`src/rtl/vga_line_fetch_sched.sv`:
```
// vga_line_fetch_sched
// Line-fetch scheduler for the VGA display path. On each line's horizontal
// blanking (x == H_DISP) it issues the burst reads that bring the next visible
// line into the line buffer. It raises line_ready when the line is complete and
// pulses underrun when a visible line starts before its fetch has finished.
//
// Optional feature macro: VGA_FETCH_STATS_EN
//   defined   : underrun_cnt counts underrun pulses, saturating at 16'hFFFF
//   undefined : no counter logic, underrun_cnt is tied to 0
//
// Read handshake: rd_req is a valid; rd_ack is its ready. A request is
// transferred in the cycle where rd_req && rd_ack. rd_addr/rd_len are stable
// from the rise of rd_req until that cycle, and rd_req drops the cycle after.
// rd_done then closes the outstanding burst with a single-cycle pulse.
`timescale 1ns/1ps

module vga_line_fetch_sched #(
    parameter int                H_DISP    = 1680,
    parameter int                V_DISP    = 1050,
    parameter int                V_TOTAL   = 1089,
    parameter int                BURST_LEN = 64,
    parameter int                ADDR_W    = 24,
    parameter logic [ADDR_W-1:0] BASE_ADDR = '0
) (
    input  logic              clk,
    input  logic              rst_n,
    input  logic [11:0]       x,
    input  logic [10:0]       y,
    output logic              rd_req,
    output logic [ADDR_W-1:0] rd_addr,
    output logic [7:0]        rd_len,
    input  logic              rd_ack,
    input  logic              rd_done,
    output logic              line_ready,
    output logic              underrun,
    output logic [15:0]       underrun_cnt
);

    localparam int NB       = (H_DISP + BURST_LEN - 1) / BURST_LEN;
    localparam int LAST_LEN = H_DISP - (NB - 1) * BURST_LEN;
    localparam int BIDX_W   = $clog2(NB + 1);

    typedef enum logic [1:0] {
        IDLE = 2'd0,
        REQ  = 2'd1,
        WAIT = 2'd2
    } state_t;

    // Observable FSM state (hierarchical probe point for checkers).
    state_t              state;
    logic [BIDX_W-1:0]   burst_idx;
    logic                pending;
    // Base address of the most recently accepted target line. While a fetch
    // is running and a retrigger arrives, this already holds the pending
    // line's base; the in-flight burst is unaffected because rd_addr is its
    // own register.
    logic [ADDR_W-1:0]   line_base;

    logic [10:0]         target;
    logic                trig_valid;
    logic [ADDR_W-1:0]   next_base;
    logic [BIDX_W-1:0]   next_idx;
    logic                last_burst;

    function automatic logic [7:0] len_of(input logic [BIDX_W-1:0] idx);
        return (idx == BIDX_W'(NB - 1)) ? 8'(LAST_LEN) : 8'(BURST_LEN);
    endfunction

    // Trigger decode and line-base accumulator arithmetic (no multiplier).
    always_comb begin
        target     = (y == 11'(V_TOTAL - 1)) ? 11'd0 : (y + 11'd1);
        trig_valid = (x == 12'(H_DISP)) && (target < 11'(V_DISP));
        next_base  = (target == 11'd0) ? BASE_ADDR : (line_base + ADDR_W'(H_DISP));
        next_idx   = burst_idx + BIDX_W'(1);
        last_burst = (burst_idx == BIDX_W'(NB - 1));
    end

    // Fetch FSM: burst sequencing, retrigger handling and registered outputs.
    always_ff @(posedge clk or negedge rst_n) begin
        if (!rst_n) begin
            state      <= IDLE;
            burst_idx  <= '0;
            pending    <= 1'b0;
            line_base  <= BASE_ADDR;
            rd_req     <= 1'b0;
            rd_addr    <= '0;
            rd_len     <= '0;
            line_ready <= 1'b0;
        end else begin
            if (trig_valid) begin
                line_base <= next_base;
            end
            unique case (state)
                IDLE: begin
                    if (trig_valid) begin
                        state      <= REQ;
                        rd_req     <= 1'b1;
                        rd_addr    <= next_base;
                        rd_len     <= len_of('0);
                        burst_idx  <= '0;
                        line_ready <= 1'b0;
                    end
                end
                REQ: begin
                    // A retrigger never cuts a request short; it is queued.
                    if (rd_ack) begin
                        rd_req <= 1'b0;
                        state  <= WAIT;
                    end
                    if (trig_valid) begin
                        pending <= 1'b1;
                    end
                end
                WAIT: begin
                    if (rd_done) begin
                        // rd_done is resolved first; a same-cycle trigger is
                        // then applied to the resulting state.
                        state   <= REQ;
                        rd_req  <= 1'b1;
                        pending <= trig_valid;
                        if (pending) begin
                            // Abandon the rest of the line, start the queued one.
                            burst_idx <= '0;
                            rd_addr   <= line_base;
                            rd_len    <= len_of('0);
                        end else if (last_burst) begin
                            if (trig_valid) begin
                                burst_idx <= '0;
                                rd_addr   <= next_base;
                                rd_len    <= len_of('0);
                                pending   <= 1'b0;
                            end else begin
                                state      <= IDLE;
                                rd_req     <= 1'b0;
                                line_ready <= 1'b1;
                            end
                        end else begin
                            burst_idx <= next_idx;
                            rd_addr   <= rd_addr + ADDR_W'(BURST_LEN);
                            rd_len    <= len_of(next_idx);
                        end
                    end else if (trig_valid) begin
                        pending <= 1'b1;
                    end
                end
                default: begin
                    state  <= IDLE;
                    rd_req <= 1'b0;
                end
            endcase
        end
    end

    // Underrun detect: first pixel of a visible line with the fetch unfinished.
    always_ff @(posedge clk or negedge rst_n) begin
        if (!rst_n) begin
            underrun <= 1'b0;
        end else begin
            underrun <= (x == 12'd0) && (y < 11'(V_DISP)) && !line_ready;
        end
    end

`ifdef VGA_FETCH_STATS_EN
    // Saturating underrun counter, cleared only by reset.
    always_ff @(posedge clk or negedge rst_n) begin
        if (!rst_n) begin
            underrun_cnt <= '0;
        end else if (underrun && (underrun_cnt != 16'hFFFF)) begin
            underrun_cnt <= underrun_cnt + 16'd1;
        end
    end
`else
    assign underrun_cnt = '0;
`endif

endmodule

```
`config.mk`:
```
export PLATFORM = sky130hd
export DESIGN_NAME = vga_line_fetch_sched
export DESIGN_NICKNAME = d
export VERILOG_FILES = /design/src/rtl/vga_line_fetch_sched.sv
export SDC_FILE = /design/constraint.sdc
export NUM_CORES = 1
export LEC_CHECK = 0
export ABC_AREA = 1
export BUFFER_PORTS_ARGS = -buffer_cell sky130_fd_sc_hd__buf_2
export CORE_MARGIN = 4
export CORE_UTILIZATION = 30
export DETAILED_ROUTE_END_ITERATION = 10
export RECOVER_POWER = 50
export SLEW_MARGIN = 10
export SYNTH_ARGS = -nofsm -noshare
export SYNTH_HDL_FRONTEND = slang
export SYNTH_SLANG_ARGS = --single-unit
```
`constraint.sdc`:
```
create_clock -name clk -period 2.4 [get_ports clk]
set_clock_uncertainty 0.2 [all_clocks]
set_input_delay 0.24 -clock clk [delete_from_list [all_inputs] [get_ports clk]]
set_output_delay 0.24 -clock clk [all_outputs]
set_load 0.02 [all_outputs]
```
======== Word level (Yosys, flattened, before mapping) ========
Cells that the tools add are included.
word-level totals
  flip-flop bits (word level) ............. 67
  bits of input ports ..................... 27
  output and inout port bits .............. 51
  word-level logic and storage cells ...... 82
cells by class
  add/subtract/negate cells ............... 4
  $lt $le $gt $ge ......................... 2
  equal/unequal tests ..................... 12
  mux-type cells .......................... 43
  reduce and logical (&&, ||, !) cells .... 12
operator list
  operator                count
  $mux 24                 5
  $pmux 24 s2             1
  $mux 8                  4
  $add 24x11->24 const B  1
  $add 24x7->24 const B   1
  $lt 11x11->1 const B    2
  $mux 5                  4
  $mux 1                  18
  $pmux 8 s2              1
  $eq 12x11->1 const B    1
  $logic_not 12->1        1
  $ne 2x2->1 const B      6
  $add 11x1->11 const B   1
  $eq 11x11->1 const B    1
  $logic_not 11->1        1
  $mux 11                 1
  $eq 5x5->1 const B      2
  $pmux 5 s2              1
  $mux 7                  1
  $mux 2                  3
  $pmux 2 s3              1
  $reduce_and 6->1        1
  $add 5x1->5 const B     1
  $pmux 1 s2              2
  9 further kinds         12

======== Longest topological paths before layout ========
Gate-level depths: netlist of run 1.
  depth after elaboration ................. 9
  gate-level depth with buffers ........... 16
  mapped depth without buffers ............ 15

======== Least setup slack after synthesis of run 1 ========
OpenSTA, ideal clock, no wires.
  path type ............................... register -> register
  from .................................... register rd_addr[6]
  to ...................................... register rd_addr[20]
  library setup time ...................... 117 ps
  data arrival time ....................... 1852 ps
  required time ........................... 2083 ps
  setup slack ............................. 231 ps
  stages on the path, launching flop included .. 14
  path buffers ............................ 0
  period minus slack after synthesis ...... 2169 ps
  path through ............................ dfrtp_1 -> ha_1 -> nand2_1 -> nor2_1 -> nand2_1 -> nor2_1 -> nand2_1 -> nor2_1 -> nand2_1 -> xnor2_1 -> a21oi_1 -> nand2_1 -> nand2_1 -> nand2_1
on the way
  word-level cells in the longest chain between the ends .. 5
RTL lines
  element                 RTL line  source
  start, declared         30        output logic [ADDR_W-1:0] rd_addr,
  start signal, assigned  98        rd_addr <= next_base;
  start signal, assigned  124       rd_addr <= line_base;
  start signal, assigned  129       rd_addr <= next_base;
  $add 24x7->24           139       rd_addr <= rd_addr + ADDR_W'(BURST_LEN);
  $mux 24                 126       end else if (last_burst) begin
  $mux 24                 121       if (pending) begin
  $mux 24                 115       if (rd_done) begin
  $pmux 24 s2             93        unique case (state)
No other way between the ends. The select of a mux whose other input is x is not followed.
A chain may end at the register's enable or synchronous reset.

======== Worst setup path after layout of run 1 ========
  from .................................... register state[0]
  to ...................................... register rd_addr[13]
on the way
  word-level cells in the longest chain between the ends .. 3
RTL lines
  element                                                    RTL line  source
  start, declared                                            50        state_t state;
  start signal, assigned                                     81        state <= IDLE;
  start signal, assigned                                     96        state <= REQ;
  start signal, assigned                                     108       state <= WAIT;
  $eq 2x2->1 or $logic_not 2->1 (tied branches)              93
  $ne 2x2->1 (no line) or $reduce_bool 2->1 (tied branches)  --
  $reduce_and 2->1 (no line)                                 --
Several ways; a longest one is shown, not always the timed one.

==> run_results.csv, run 1 <==
group,metric,value,unit
run_status,status,"complete, but fails checks",
run_status,violations,"hold timing",
sta,fmax,0.475,GHz
power_and_ir_drop,clockPowerShare,28.3,%
critical_path,path_max_fanout,14,
sta,max-slew-margin-rel,33.6,%
flow_run,drv_cap,0,
logic_synthesis,synth_top_area_share,36.8,%
power_and_ir_drop,leakagePower,0.00288,uW
power_and_ir_drop,power.switching,2040,uW
logic_synthesis,syn_inst,644,
global_routing,grt_max_degree,68,
clock_network,cts_buffer_depth,2,
clock_network,root_buffer,"clkbuf_16",
global_routing,grt_first_pass_wirelength,20.3,mm
sta,fin_setup_tns,0,ns
logic_synthesis,synthFlopType,"dfrtp_1",
power_and_ir_drop,intPower,2910,uW
die,start_util,31.0,%
route,drtIter0Drc,253,
clock_network,path_clk_slew,0.06,ns
route,via_count,4246,
cells_and_area,layout_common_cells,"nand2_1 (200), inv_1 (86), dfrtp_1 (66), nor2_1 (44), buf_2 (44)",
power_and_ir_drop,seqPwrFrac,32.4,%
cells_and_area,nets,756,
global_routing,grt_usage,14.1,%
logic_synthesis,synth-edff-count,0,
logic_synthesis,synth_cell_type_count,38,
clock_network,h-tree-depth,3,
sta,layout_min_cycle_time,2.11,ns
route,final_antenna_net_count,0,
cells_and_area,final_cells,906,
logic_synthesis,synth_top_area_cell,"dfrtp_1",
critical_path,crit_arrival,2.19,ns
sta,fin_crit_sh,87.7,%
clock_network,cts_buffers,9,
placement,port_buffers,61,
sta,holdWs,-0.00209,ns
critical_path,start_kind,"flop",
cells_and_area,final_common_cell,"nand2_1",
logic_synthesis,async_flop_share,100,%
sta,grt_setup_unrepaired,"false",
clock_network,cts.sinks,67,
die,placement_rows,44,
logic_synthesis,synthesis.area,4560,um2
global_routing,antenna_found_initial,0,
die,die_height,131,um
cells_and_area,fin_util,36.9,%
cells_and_area,antenna_cells,0,
sta,hold_viol,1,
global_routing,gr-total-overflow,0,
placement,placedCellCount,888,
die,core_area,14700,um2
die,die_x,131,um
logic_synthesis,synth-warning-count,0,
route,routed_wl,11.8,mm
placement,dp_hpwl,8.64,mm
clock_network,clkLatencyLatePin,0.34,ns
power_and_ir_drop,p_per_area,912,nW/um2
logic_synthesis,syn_area_per_cell,7.08,um2
route,wl_per_cell,13.1,um
cells_and_area,drive_above_1_share,14.5,%
route,dr.pass1.iters,4,
critical_path,critPathCaptureType,"flop",
power_and_ir_drop,vdd_ir_drop_max,0.506,mV
sta,maxSlewViolCount,0,
power_and_ir_drop,sw_frac_of_total,41.2,%
cells_and_area,syn_to_final_growth,19.0,%
die,die-area,17200,um2
logic_synthesis,ys_seq_area_share,36.8,%
critical_path,worstSetupPathType,"flop to flop",
route,viasPerCell,4.69,
logic_synthesis,ys_seq_elements,67,
die,io_pins,78,
placement,gp_congestion,0.865,
critical_path,worst_ep_required_time,2.48,ns
global_routing,grt_pass1_vias,4130,
power_and_ir_drop,power_frac_comb,39.3,%
min_path,hold_class,"primary input to flop",
logic_synthesis,synth_area_leaders,"dfrtp_1 (37%), nand2_1 (16%), inv_1 (7.1%)",
clock_network,cts_tree,"yes",
sta,finalSetupViolCount,0,
sta,tightest_slew,0.996,ns
route,drc,0,
cells by family after synthesis:
| kind of cell | count (synthesis) | synth area share (%) |
|---|---|---|
| XOR/XNOR | 30 | 5.76 |
| other | 1 | 0.0822 |
| AND/OR/NAND/NOR | 331 | 31.0 |
| AO/OA/AOI/OAI | 77 | 10.5 |
| adder cells (fa/ha/maj) | 12 | 3.29 |
| buffers and inverters | 126 | 12.6 |
| flip-flops | 67 | 36.8 |
critical path, stage by stage, from the launching register on:
cell and delay (ns):
dfrtp_1 0.42, inv_1 0.09, ha_1 0.26, nand2_1 0.15, inv_1 0.09, nor2_2 0.23, buf_4 0.27, nand4_1 0.15
nand2_1 0.09, nand2_1 0.04, nand2_1 0.05
sequential cells by signal (all words and copies together), names as in the netlist:
register	count
rd_req	1
line_ready	1
state	2
pending	1
line_base	24
underrun	1
rd_len	8
rd_addr	24
burst_idx	5
metal layers:
layer  vias up  routed length, um  GRT usage [%]
met1      1959               5460           18.2
met2        98               5710           23.8
met3        13                475           2.87
met4         0                180           4.61
met5         -                  0              0
li1       2176                  -              -
stage by stage:
| stage | total power, uW | area [um2] | hold WS, ns | setup slack, ns |
|---|---|---|---|---|
| finish | 4950 | 5430 | -0.00209 | 0.295 |
| global route | 5340 | 5430 | 0.0397 | 0.00381 |
| CTS | 5000 | 5440 | 0.00612 | 0.140 |
| detailed placement | 3560 | 5120 | 0.0908 | 0.163 |
| global placement | 3560 | 5120 | 0.0862 | 0.208 |
| floorplan | 2950 | 4620 | -0.256 | 0.231 |
worst paths after layout:
kind | start | endpoint | slack, ns | cells after the start
setup / recovery | state[0] | rd_addr[13] | 0.29 | 10
hold / removal | x[10] | underrun | -0.002 | 4
setup reg to reg | state[0] | rd_addr[13] | 0.29 | 10
hold reg to reg | rd_addr[0] | rd_addr[0] | 0.28 | 2
max in group asynchronous | rst_n | line_base[4] | 0.77 | 3
min in group asynchronous | rst_n | rd_addr[23] | 0.52 | 3
synth_stat cells (2+ instances only):
cell / n
a21oi_1: 11
a21oi_2: 3
a22oi_1: 13
buf_2: 11
buf_4: 17
buf_6: 3
clkbuf_1: 4
dfrtp_1: 67
ha_1: 12
inv_1: 86
inv_2: 3
nand2_1: 200
nand3_1: 39
nand3_2: 3
nand4_1: 24
nor2_1: 47
nor3_1: 10
nor4_1: 2
o21ai_0: 26
o21ai_1: 4
o21ai_2: 2
o21bai_1: 3
o22ai_1: 11
xnor2_1: 5
xor2_1: 25
area by class of cell:
class	count	area (um2)
Inverter	91	344
Clock buffer	12	267
Fill cell	1580	9270
Clock inverter	4	47.5
Sequential cell	67	1680
Timing Repair Buffer	82	485
Tap cell	184	230
Multi-Input combinational cell	466	2370
what timing repair did:
action,4_1_cts,5_1_grt
endpoints found under the hold margin,67,0
setup endpoints to repair,0,26
hold buffers,1,0
gates resized for setup,0,5
buffers inserted,0,1
power by group through the flow:
stage / logic, uW / registers (uW) / clock network (uW)
5_1_grt: 2220 / 1640 / 1480
4_1_cts: 1960 / 1600 / 1440
3_5_place_dp: 1940 / 1620 / 0
6_report: 1950 / 1600 / 1400
3_3_place_gp: 1940 / 1620 / 0
2_1_floorplan: 1200 / 1750 / 0
(Power assumes the default switching activity.)
==> run 2, diff against run 1 <==
- REMOVE_ABC_BUFFERS: unset -> 1
==> run 2 against run 1 <==
  * First-iteration DRC count decreased by 2.8%
  * Maximum frequency decreased by 3.5%
  * Routed wire length shrank 0.35%
  * Core utilization rose by 0.31 points
  * The run now ends clean
  * Global-route usage down 0.16 points
  * Die area unchanged
  * Power increased by 0.45%
==> run_results.csv, run 2 (synthesized netlist as in run 1, its figures left out) <==
group,metric,value,unit
power_and_ir_drop,power.switching,2070,uW
placement,gp_congestion,0.837,
cells_and_area,layout_common_cells,"nand2_1 (200), inv_1 (86), dfrtp_1 (67), nor2_1 (46), buf_2 (43)",
power_and_ir_drop,p_per_area,908,nW/um2
power_and_ir_drop,clockPowerShare,27.3,%
critical_path,ff2ff_path_depth,11,
power_and_ir_drop,vdd_ir_drop_max,0.460,mV
critical_path,r2r-start,"burst_idx[0]",
die,die_x,131,um
sta,fmax,0.458,GHz
cells_and_area,fillers,1536,
clock_network,cts_buffer_depth,2,
critical_path,crit_arrival,2.24,ns
clock_network,path_clk_slew,0.06,ns
sta,tightest_slew,1.05,ns
route,wl_per_cell,12.9,um
clock_network,clkLatencyLatePin,0.34,ns
placement,dp_hpwl,8.81,mm
cells_and_area,multi_input_area,2370,um2
die,die-area,17200,um2
route,drtIter0Drc,246,
flow_run,drv_cap,0,
clock_network,post_cts_buffers,0,
cells_and_area,nets,764,
sta,finalSetupViolCount,0,
cells_and_area,drive_above_1_share,14.5,%
min_path,hold_path_startpoint,"rd_ack",
route,via_count,4207,
global_routing,gr-total-overflow,0,
route,viasPerCell,4.60,
die,io_pins,78,
global_routing,antenna_found_initial,0,
clock_network,cts_buffers,9,
route,routed_wl,11.8,mm
clock_network,cts.sinks,67,
die,die_height,131,um
clock_network,cts_tree,"yes",
cells_and_area,syn_to_final_growth,20.0,%
power_and_ir_drop,leakagePower,0.00292,uW
min_path,hold_class,"primary input to flop",
sta,max-slew-margin-rel,29.9,%
critical_path,start_kind,"flop",
sta,fin_crit_sh,90.9,%
route,dr.pass1.iters,5,
die,core_area,14700,um2
power_and_ir_drop,seqPwrFrac,32.1,%
global_routing,grt_pass1_vias,4109,
placement,port_buffers,61,
die,start_util,31.0,%
sta,holdWs,0.0595,ns
run_status,status,"completed",
sta,layout_min_cycle_time,2.18,ns
global_routing,grt_max_degree,52,
cells_and_area,reg_top3,"line_base (24), rd_addr (24), rd_len (8)",
cells_and_area,stdcell_area,5470,um2
power_and_ir_drop,intPower,2890,uW
sta,maxSlewViolCount,0,
clock_network,root_buffer,"clkbuf_16",
min_path,min_to,"rd_req",
critical_path,critPathCaptureType,"flop",
global_routing,grt_usage,14.0,%
placement,dpl_cell_area,5140,um2
sta,hold_viol,0,
route,drc,0,
die,placement_rows,44,
clock_network,h-tree-depth,3,
power_and_ir_drop,sw_frac_of_total,41.8,%
cells_and_area,final_common_cell,"nand2_1",
cells_and_area,antenna_cells,0,
critical_path,r2r_end,"rd_len[4]",
critical_path,path_max_fanout,20,
critical_path,rrSetupSlack,0.22,ns
global_routing,grt_first_pass_wirelength,20.1,mm
cells_and_area,regArea,1680,um2
power_and_ir_drop,power_frac_comb,40.6,%
critical_path,worstSetupPathType,"flop to flop",
min_path,hold_depth,5,
sta,grt_setup_unrepaired,"false",
critical_path,worst_ep_required_time,2.46,ns
route,final_antenna_net_count,0,
run 2: cell count changes in the layout (fill, tap and decap cells not counted), sizes merged:
cell	delta
dlymetal6s4s	+1
dlygate4sd3	+2
clkbuf	-2
clkinv	+2
buf	+5
run 2: repair_timing:
| action | in CTS | in global routing |
|---|---|---|
| hold endpoints to repair | 17 | 0 |
| hold buffers | 4 | 0 |
| endpoints found under the setup margin | 0 | 4 |
| resized for setup | 0 | 5 |
run 2: critical path: stages (launching register included):
cell	delay (ns)
dfrtp_1	0.42
inv_1	0.12
ha_1	0.15
nand4_1	0.10
nand2_1	0.13
inv_1	0.09
nor2_1	0.17
buf_6	0.23
o21ai_0	0.13
a21oi_1	0.20
nand2_1	0.08
o21ai_0	0.07
run 2: per-stage QoR:
stage          utilization [%]  std cells  setup TNS [ns]  worst slack [ns]  power [uW]
2_1_floorplan                -        624          -17.87            -0.528        2870
3_3_place_gp              34.9        894               0             0.208        3630
3_5_place_dp              34.9        894               0             0.205        3630
4_1_cts                   37.3        914               0            0.0277        5010
5_1_grt                   37.2        914               0           0.00585        5360
6_report                  37.2        914               0             0.217        4970
run 2: worst max-delay path by stage:
stage                 start      endpoint  slack [ns]  depth (start not counted)
6_report       burst_idx[0]     rd_len[4]        0.22                         11
5_1_grt            state[0]     rd_len[4]       0.006                         10
4_1_cts               x[10]      underrun        0.03                          7
3_5_place_dp       state[0]     rd_len[4]        0.21                         10
3_3_place_gp   burst_idx[0]     rd_len[6]        0.21                         10
2_1_floorplan      state[0]  burst_idx[2]       -0.53                          9
run 2: layer usage:
metal  up-vias  global-route usage, %  share of wire (%)
met4         0                   5.08                1.8
met1      1892                   19.3                 49
met2        97                   22.2                 45
met5         -                      0                  0
li1       2199                      -                  -
met3        19                   2.37                4.2
run 2: final cells by class:
type                            count  area share (%)
Sequential cell                    67            30.6
Clock inverter                      6            1.19
Tap cell                          184            4.21
Inverter                           91            6.29
Clock buffer                       10            4.37
Multi-Input combinational cell    466            43.4
Timing Repair Buffer               90            9.90
run 2: power groups by stage:
stage / Sequential (uW) / Clock [uW] / Combinational, uW
floorplan: 1750 / 0 / 1120
global placement: 1610 / 0 / 2020
detailed placement: 1610 / 0 / 2020
CTS: 1600 / 1380 / 2030
global route: 1640 / 1440 / 2280
finish: 1600 / 1360 / 2020
